## src/rtl/rf_pkg.sv

```systemverilog
// Shared types and constants for the scoreboarded register file.
// Optional feature macro: RF_BYPASS_EN (same-cycle write-to-read forwarding).
package rf_pkg;

  localparam int DATA_W_DEF = 32;
  localparam int ADDR_W_DEF = 5;

  // Hardwired zero register index.
  localparam int ZERO_ADDR = 0;

  typedef logic [ADDR_W_DEF-1:0] rf_addr_t;
  typedef logic [DATA_W_DEF-1:0] rf_data_t;

endpackage

```

## src/rtl/rf_read_port.sv

```systemverilog
// One combinational read port: selects the stored word, forces the zero
// register, optionally forwards the same-cycle writeback and reports busy.
// Optional feature macro: RF_BYPASS_EN.
module rf_read_port
  import rf_pkg::*;
#(
  parameter int DATA_W   = DATA_W_DEF,
  parameter int ADDR_W   = ADDR_W_DEF,
  parameter int ZERO_REG = 1,
  localparam int NREG    = 2 ** ADDR_W
) (
  input  logic [ADDR_W-1:0]      i_addr,
  input  logic [NREG*DATA_W-1:0] i_regs,
  input  logic [NREG-1:0]        i_pend,
  input  logic                   i_wr_en,
  input  logic [ADDR_W-1:0]      i_wr_addr,
  input  logic [DATA_W-1:0]      i_wr_data,
  output logic [DATA_W-1:0]      o_data,
  output logic                   o_busy
);

  logic isZero;
  logic bypassHit;

  assign isZero = (ZERO_REG != 0) && (i_addr == ADDR_W'(ZERO_ADDR));

`ifdef RF_BYPASS_EN
  assign bypassHit = i_wr_en && (i_wr_addr == i_addr) && !isZero;
`else
  logic unusedBypass;
  assign unusedBypass = ^{i_wr_en, i_wr_addr, i_wr_data};
  assign bypassHit    = 1'b0;
`endif

  // Data mux: zero register wins, then forwarded writeback, then storage.
  always_comb begin
    o_data = i_regs[i_addr*DATA_W +: DATA_W];
    if (isZero) begin
      o_data = '0;
    end else if (bypassHit) begin
`ifdef RF_BYPASS_EN
      o_data = i_wr_data;
`endif
    end
  end

  // Busy: an outstanding producer, unless it is retiring through the bypass now.
  always_comb begin
    o_busy = i_pend[i_addr] && !isZero && !bypassHit;
  end

endmodule

```

## src/rtl/rf_scoreboard.sv

```systemverilog
// 2-read/1-write register file with a per-register pending bit used by the
// in-order pipeline: issue marks a destination pending, writeback clears it.
// Optional feature macro: RF_BYPASS_EN (forwarding, busy masking and
// WAW acceptance when the pending register retires in the same cycle).
module rf_scoreboard
  import rf_pkg::*;
#(
  parameter int DATA_W   = DATA_W_DEF,
  parameter int ADDR_W   = ADDR_W_DEF,
  parameter int ZERO_REG = 1,
  localparam int NREG    = 2 ** ADDR_W
) (
  input  logic              i_clk,
  input  logic              i_rst,
  input  logic [ADDR_W-1:0] i_rd_addr1,
  input  logic [ADDR_W-1:0] i_rd_addr2,
  output logic [DATA_W-1:0] o_rd_data1,
  output logic [DATA_W-1:0] o_rd_data2,
  output logic              o_busy1,
  output logic              o_busy2,
  output logic              o_stall,
  input  logic              i_wr_en,
  input  logic [ADDR_W-1:0] i_wr_addr,
  input  logic [DATA_W-1:0] i_wr_data,
  input  logic              i_iss_en,
  input  logic [ADDR_W-1:0] i_iss_addr,
  output logic              o_iss_rej,
  output logic [ADDR_W:0]   o_pend_cnt
);

  logic [DATA_W-1:0]      regs_q [NREG];
  logic [NREG*DATA_W-1:0] regFlat;
  logic [NREG-1:0]        pend_q, pend_d;
  logic [NREG-1:0]        clrVec, setVec;
  logic [ADDR_W:0]        cnt_q, cnt_d;
  logic                   wrLive;
  logic                   issZero;
  logic                   issRej;
  logic                   cntInc, cntDec;

  assign wrLive  = i_wr_en && !((ZERO_REG != 0) && (i_wr_addr == ADDR_W'(ZERO_ADDR)));
  assign issZero = (ZERO_REG != 0) && (i_iss_addr == ADDR_W'(ZERO_ADDR));

  // Register storage; the zero register is never written when hardwired.
  always_ff @(posedge i_clk or posedge i_rst) begin
    if (i_rst) begin
      for (int r = 0; r < NREG; r++) regs_q[r] <= '0;
    end else if (wrLive) begin
      regs_q[i_wr_addr] <= i_wr_data;
    end
  end

  // Flatten storage so each read port sees a plain vector.
  always_comb begin
    regFlat = '0;
    for (int r = 0; r < NREG; r++) regFlat[r*DATA_W +: DATA_W] = regs_q[r];
  end

  // Clear vector from writeback; issue rejection on an unretired producer.
  always_comb begin
    clrVec = '0;
    if (wrLive) clrVec[i_wr_addr] = 1'b1;
`ifdef RF_BYPASS_EN
    issRej = i_iss_en && pend_q[i_iss_addr] && !clrVec[i_iss_addr];
`else
    issRej = i_iss_en && pend_q[i_iss_addr];
`endif
  end

  // Next pending state: a new producer wins over a same-cycle clear.
  always_comb begin
    setVec = '0;
    if (i_iss_en && !issRej && !issZero) setVec[i_iss_addr] = 1'b1;
    pend_d = (pend_q & ~clrVec) | setVec;
  end

  // Count tracks popcount: +1 for a fresh set, -1 for a real clear.
  always_comb begin
    cntInc = |(setVec & ~pend_q);
    cntDec = |(clrVec & pend_q & ~setVec);
    cnt_d  = cnt_q;
    case ({cntInc, cntDec})
      2'b10:   cnt_d = cnt_q + (ADDR_W+1)'(1);
      2'b01:   cnt_d = cnt_q - (ADDR_W+1)'(1);
      default: cnt_d = cnt_q;
    endcase
  end

  // Scoreboard bits and pending counter.
  always_ff @(posedge i_clk or posedge i_rst) begin
    if (i_rst) begin
      pend_q <= '0;
      cnt_q  <= '0;
    end else begin
      pend_q <= pend_d;
      cnt_q  <= cnt_d;
    end
  end

  rf_read_port #(
    .DATA_W  (DATA_W),
    .ADDR_W  (ADDR_W),
    .ZERO_REG(ZERO_REG)
  ) uPort1 (
    .i_addr   (i_rd_addr1),
    .i_regs   (regFlat),
    .i_pend   (pend_q),
    .i_wr_en  (i_wr_en),
    .i_wr_addr(i_wr_addr),
    .i_wr_data(i_wr_data),
    .o_data   (o_rd_data1),
    .o_busy   (o_busy1)
  );

  rf_read_port #(
    .DATA_W  (DATA_W),
    .ADDR_W  (ADDR_W),
    .ZERO_REG(ZERO_REG)
  ) uPort2 (
    .i_addr   (i_rd_addr2),
    .i_regs   (regFlat),
    .i_pend   (pend_q),
    .i_wr_en  (i_wr_en),
    .i_wr_addr(i_wr_addr),
    .i_wr_data(i_wr_data),
    .o_data   (o_rd_data2),
    .o_busy   (o_busy2)
  );

  assign o_stall    = o_busy1 | o_busy2;
  assign o_iss_rej  = issRej;
  assign o_pend_cnt = cnt_q;

endmodule
```

## config.mk

```make
export PLATFORM = sky130hd
export DESIGN_NAME = rf_scoreboard
export DESIGN_NICKNAME = d
export VERILOG_FILES = /design/src/rtl/rf_pkg.sv /design/src/rtl/rf_read_port.sv /design/src/rtl/rf_scoreboard.sv
export SDC_FILE = /design/constraint.sdc
export NUM_CORES = 2
export LEC_CHECK = 0
export ABC_CLOCK_PERIOD_IN_PS = 92300
export CAP_MARGIN = 20
export CORE_MARGIN = 1.5
export CORE_UTILIZATION = 50
export DETAILED_ROUTE_END_ITERATION = 16
export PLACE_DENSITY_LB_ADDON = 0.08
export SLEW_MARGIN = 20
export SYNTH_ARGS = -nofsm -noshare
export SYNTH_HDL_FRONTEND = slang
export SYNTH_HIERARCHICAL = 1
export SYNTH_SLANG_ARGS = --single-unit
```

## constraint.sdc

```tcl
create_clock -name i_clk -period 92.3 [get_ports i_clk]
set_input_delay 9.23 -clock i_clk [delete_from_list [all_inputs] [get_ports i_clk]]
set_output_delay 9.23 -clock i_clk [all_outputs]
set_load 0.03 [all_outputs]
```

==> impl_metrics.ini <==
[placed_design]
place.port_buffers = 129
dp_slack_ps = 69570
dp_hpwl_um = 102000
gp_congestion = 0.849

[synthesis]
yosysSeqAreaShare_pct = 46.1
synth_cell_type_count = 64
ys.warnings.count = 6
yosysTopAreaCellShare_pct = 46.1
syn_nets = 3940
avgSynthCellArea_um2 = 14.9
ys_async_sr_fraction_pct = 100
synth.ff_latch_count = 1062
synth-edff-count = 0
synthFlopType = dfrtp_1
syn_inst = 3878
synthesis.area_mm2 = 0.0577
synth_top_cell_by_area = dfrtp_1
synthTopCellsByArea = dfrtp_1, mux4_2, mux2_1

[clock_tree]
post_cts_buffers = 0
cts_root_buf = clkbuf_16
cts_max_level = 3
cts.sinks = 1062
cts_resized = 0
clk_latency_ps = 720
cts_tree = built
numCtsBuffers = 119
ctsHoldBuffers = 0
ctsLongestPathBuffers = 3
cts.clk_slew.worst_paths_ps = 60

[timing]
clock_skew_ps = 16.5
period_share_pct = 24.6
setup_viol = 0
relSlewSlack_pct = 27.3
fmax_mhz = 44.0
rsz0062_at_grt = no
tightest_slew_ps = 1090
slew_violations = 0
setup_tns_ps = 0
period_minus_slack_ps = 22720
setup_ws_ps = 69580
hold_viol_final = 0

[layout]
fin_nets = 3824
drive_above_1_share_pct = 32.3
areaGrowthSynthToFinish_pct = 10.0
fillers = 9028

[worst_setup_path]
worstRegToRegCells = 12
ff2ff_setup_slack_ps = 88810
r2r_end = o_pend_cnt[5]
crit_type = in2out
crit_path_end_kind = output pin
endpoint = o_rd_data2[12]
crit_arrival_ps = 13490
worstPathMaxFanout = 76
worstSetupStartpoint = i_rd_addr2[2]
r2r_start = pend_q[8]
critical_path.startpoint_type = input port
required_ps = 83070

[detailed_routing]
ant_nets = 0
dr.pass1.iters = 7
wl_um = 187000
vias_per_cell = 6.96
drc = 0
wl_per_cell_um = 34.8
drt-initial-drc-count = 3628
vias = 37400

[floorplan]
io_pins = 130
fp.coreArea_mm2 = 0.114
die_w_um = 343
dieArea_mm2 = 0.117
rows = 124
dieHeight_um = 343
start_util_pct = 50.5

[run]
drv_cap = 0

[global_route]
gr-usage-all-layers_pct = 32.3
antenna_found_initial = 7
grt_overflow = 0
first_global_vias = 39600
grt_max_degree = 189
grt_pass1_wl_um = 276000

[worst_hold_path]
min_from = regFlat[11]
hold_class = reg2reg

[status]
outcome = finished clean

[pwr]
cellPowerDensity_mw_per_mm2 = 22.2
p_leak_nw = 27.3
peakVddDrop_mv = 0.0179
-- report_power, final --
group	internal, mW	total, mW	switching, mW
Clock	0.296	0.496	0.200
Sequential	0.556	0.627	0.0704
Combinational	0.162	0.288	0.126
Total	1.01	1.41	0.397
-- kinds of logic after synthesis --
logic type | share of synthesized area, %
compound gates | 5.59
xor+xnor | 0.0607
fa+ha+maj | 0.143
buf+inv | 4.31
flops | 46.1
mux | 41.5
simple gates | 2.32
-- worst min-delay path by stage --
stage	cells after the start	slack, ps	to
2_1_floorplan	1	440	regFlat[11]
3_3_place_gp	0	370	regFlat[21]
3_5_place_dp	0	380	regFlat[22]
4_1_cts	0	390	regFlat[18]
5_1_grt	0	400	regFlat[23]
6_report	0	390	regFlat[11]
-- per-layer routing --
metal	GRT usage [%]	routed length (µm)	share of wire [%]
met1	45.6	78900	42
met2	49.8	86600	46
met3	6.00	14300	7.6
met4	12.4	7410	4.0
met5	0	34	0.018
-- layout make-up --
type | count | area (µm²) | area share, %
Antenna cell | 2 | 5.00 | 0.00789
Sequential cell | 1062 | 26600 | 41.9
Inverter | 17 | 76.3 | 0.120
Tap cell | 1512 | 1890 | 2.98
Multi-Input combinational cell | 2343 | 28800 | 45.4
Clock inverter | 47 | 531 | 0.836
Clock buffer | 175 | 3560 | 5.61
Timing Repair Buffer | 219 | 2030 | 3.20
-- placed cells by master, fill, tap and decap left out, types with 36 or more instances in the layout --
cell and n:
mux2_2 443, clkbuf_16 123, clkdlybuf4s50_1 117, a311oi_1 65, mux2i_1 132, mux4_1 36, o21ai_0 62, a221oi_1 46
mux4_2 434, o21ai_1 67, a22oi_1 68, mux2_1 615, nand2_1 50, nor2b_1 70, buf_4 82, a211oi_1 66
dfrtp_1 1062
-- registers in the layout, summed over array words and instances (netlist names) --
name and cells:
regFlat 1024, pend_q 32, o_pend_cnt 6
-- through the flow --
step                      hold slack, ps  util [%]  total power [mW]  cell area [µm²]  cells
after global placement               372      51.9             0.900            59300   5152
after global routing                 405      55.5              1.47            63500   5376
after CTS                            395      55.5              1.42            63400   5374
after detailed placement             383      51.9             0.920            59300   5152
after floorplan                      436         -             0.834            57700   3878
final                                393      55.5              1.41            63500   5377
-- worst max-delay path: stages --
cell             delay, ps
buf_8                  490
buf_4                  710
buf_4                  890
mux2i_1                170
a221oi_1               410
o21ai_1                140
a311oi_1               520
clkdlybuf4s50_1        770
-- synthesized netlist by cell type (all sizes together) (5+ instances only) --
master and number:
dfrtp 1062, mux2 1058, mux4 470, buf 233, clkbuf 223, mux2i 132
o21ai 129, nor2b 74, a22oi 69, a311oi 67, a211oi 66, nand2 66
a221oi 50, a22o 23, nor2 19, nand3 18, inv 17, o2111ai 16
a32o 8, and2 7, nor3 7, o31ai 6, ha 5, nand2b 5
nor4 5, or2 5
(Power assumes the default switching activity.)
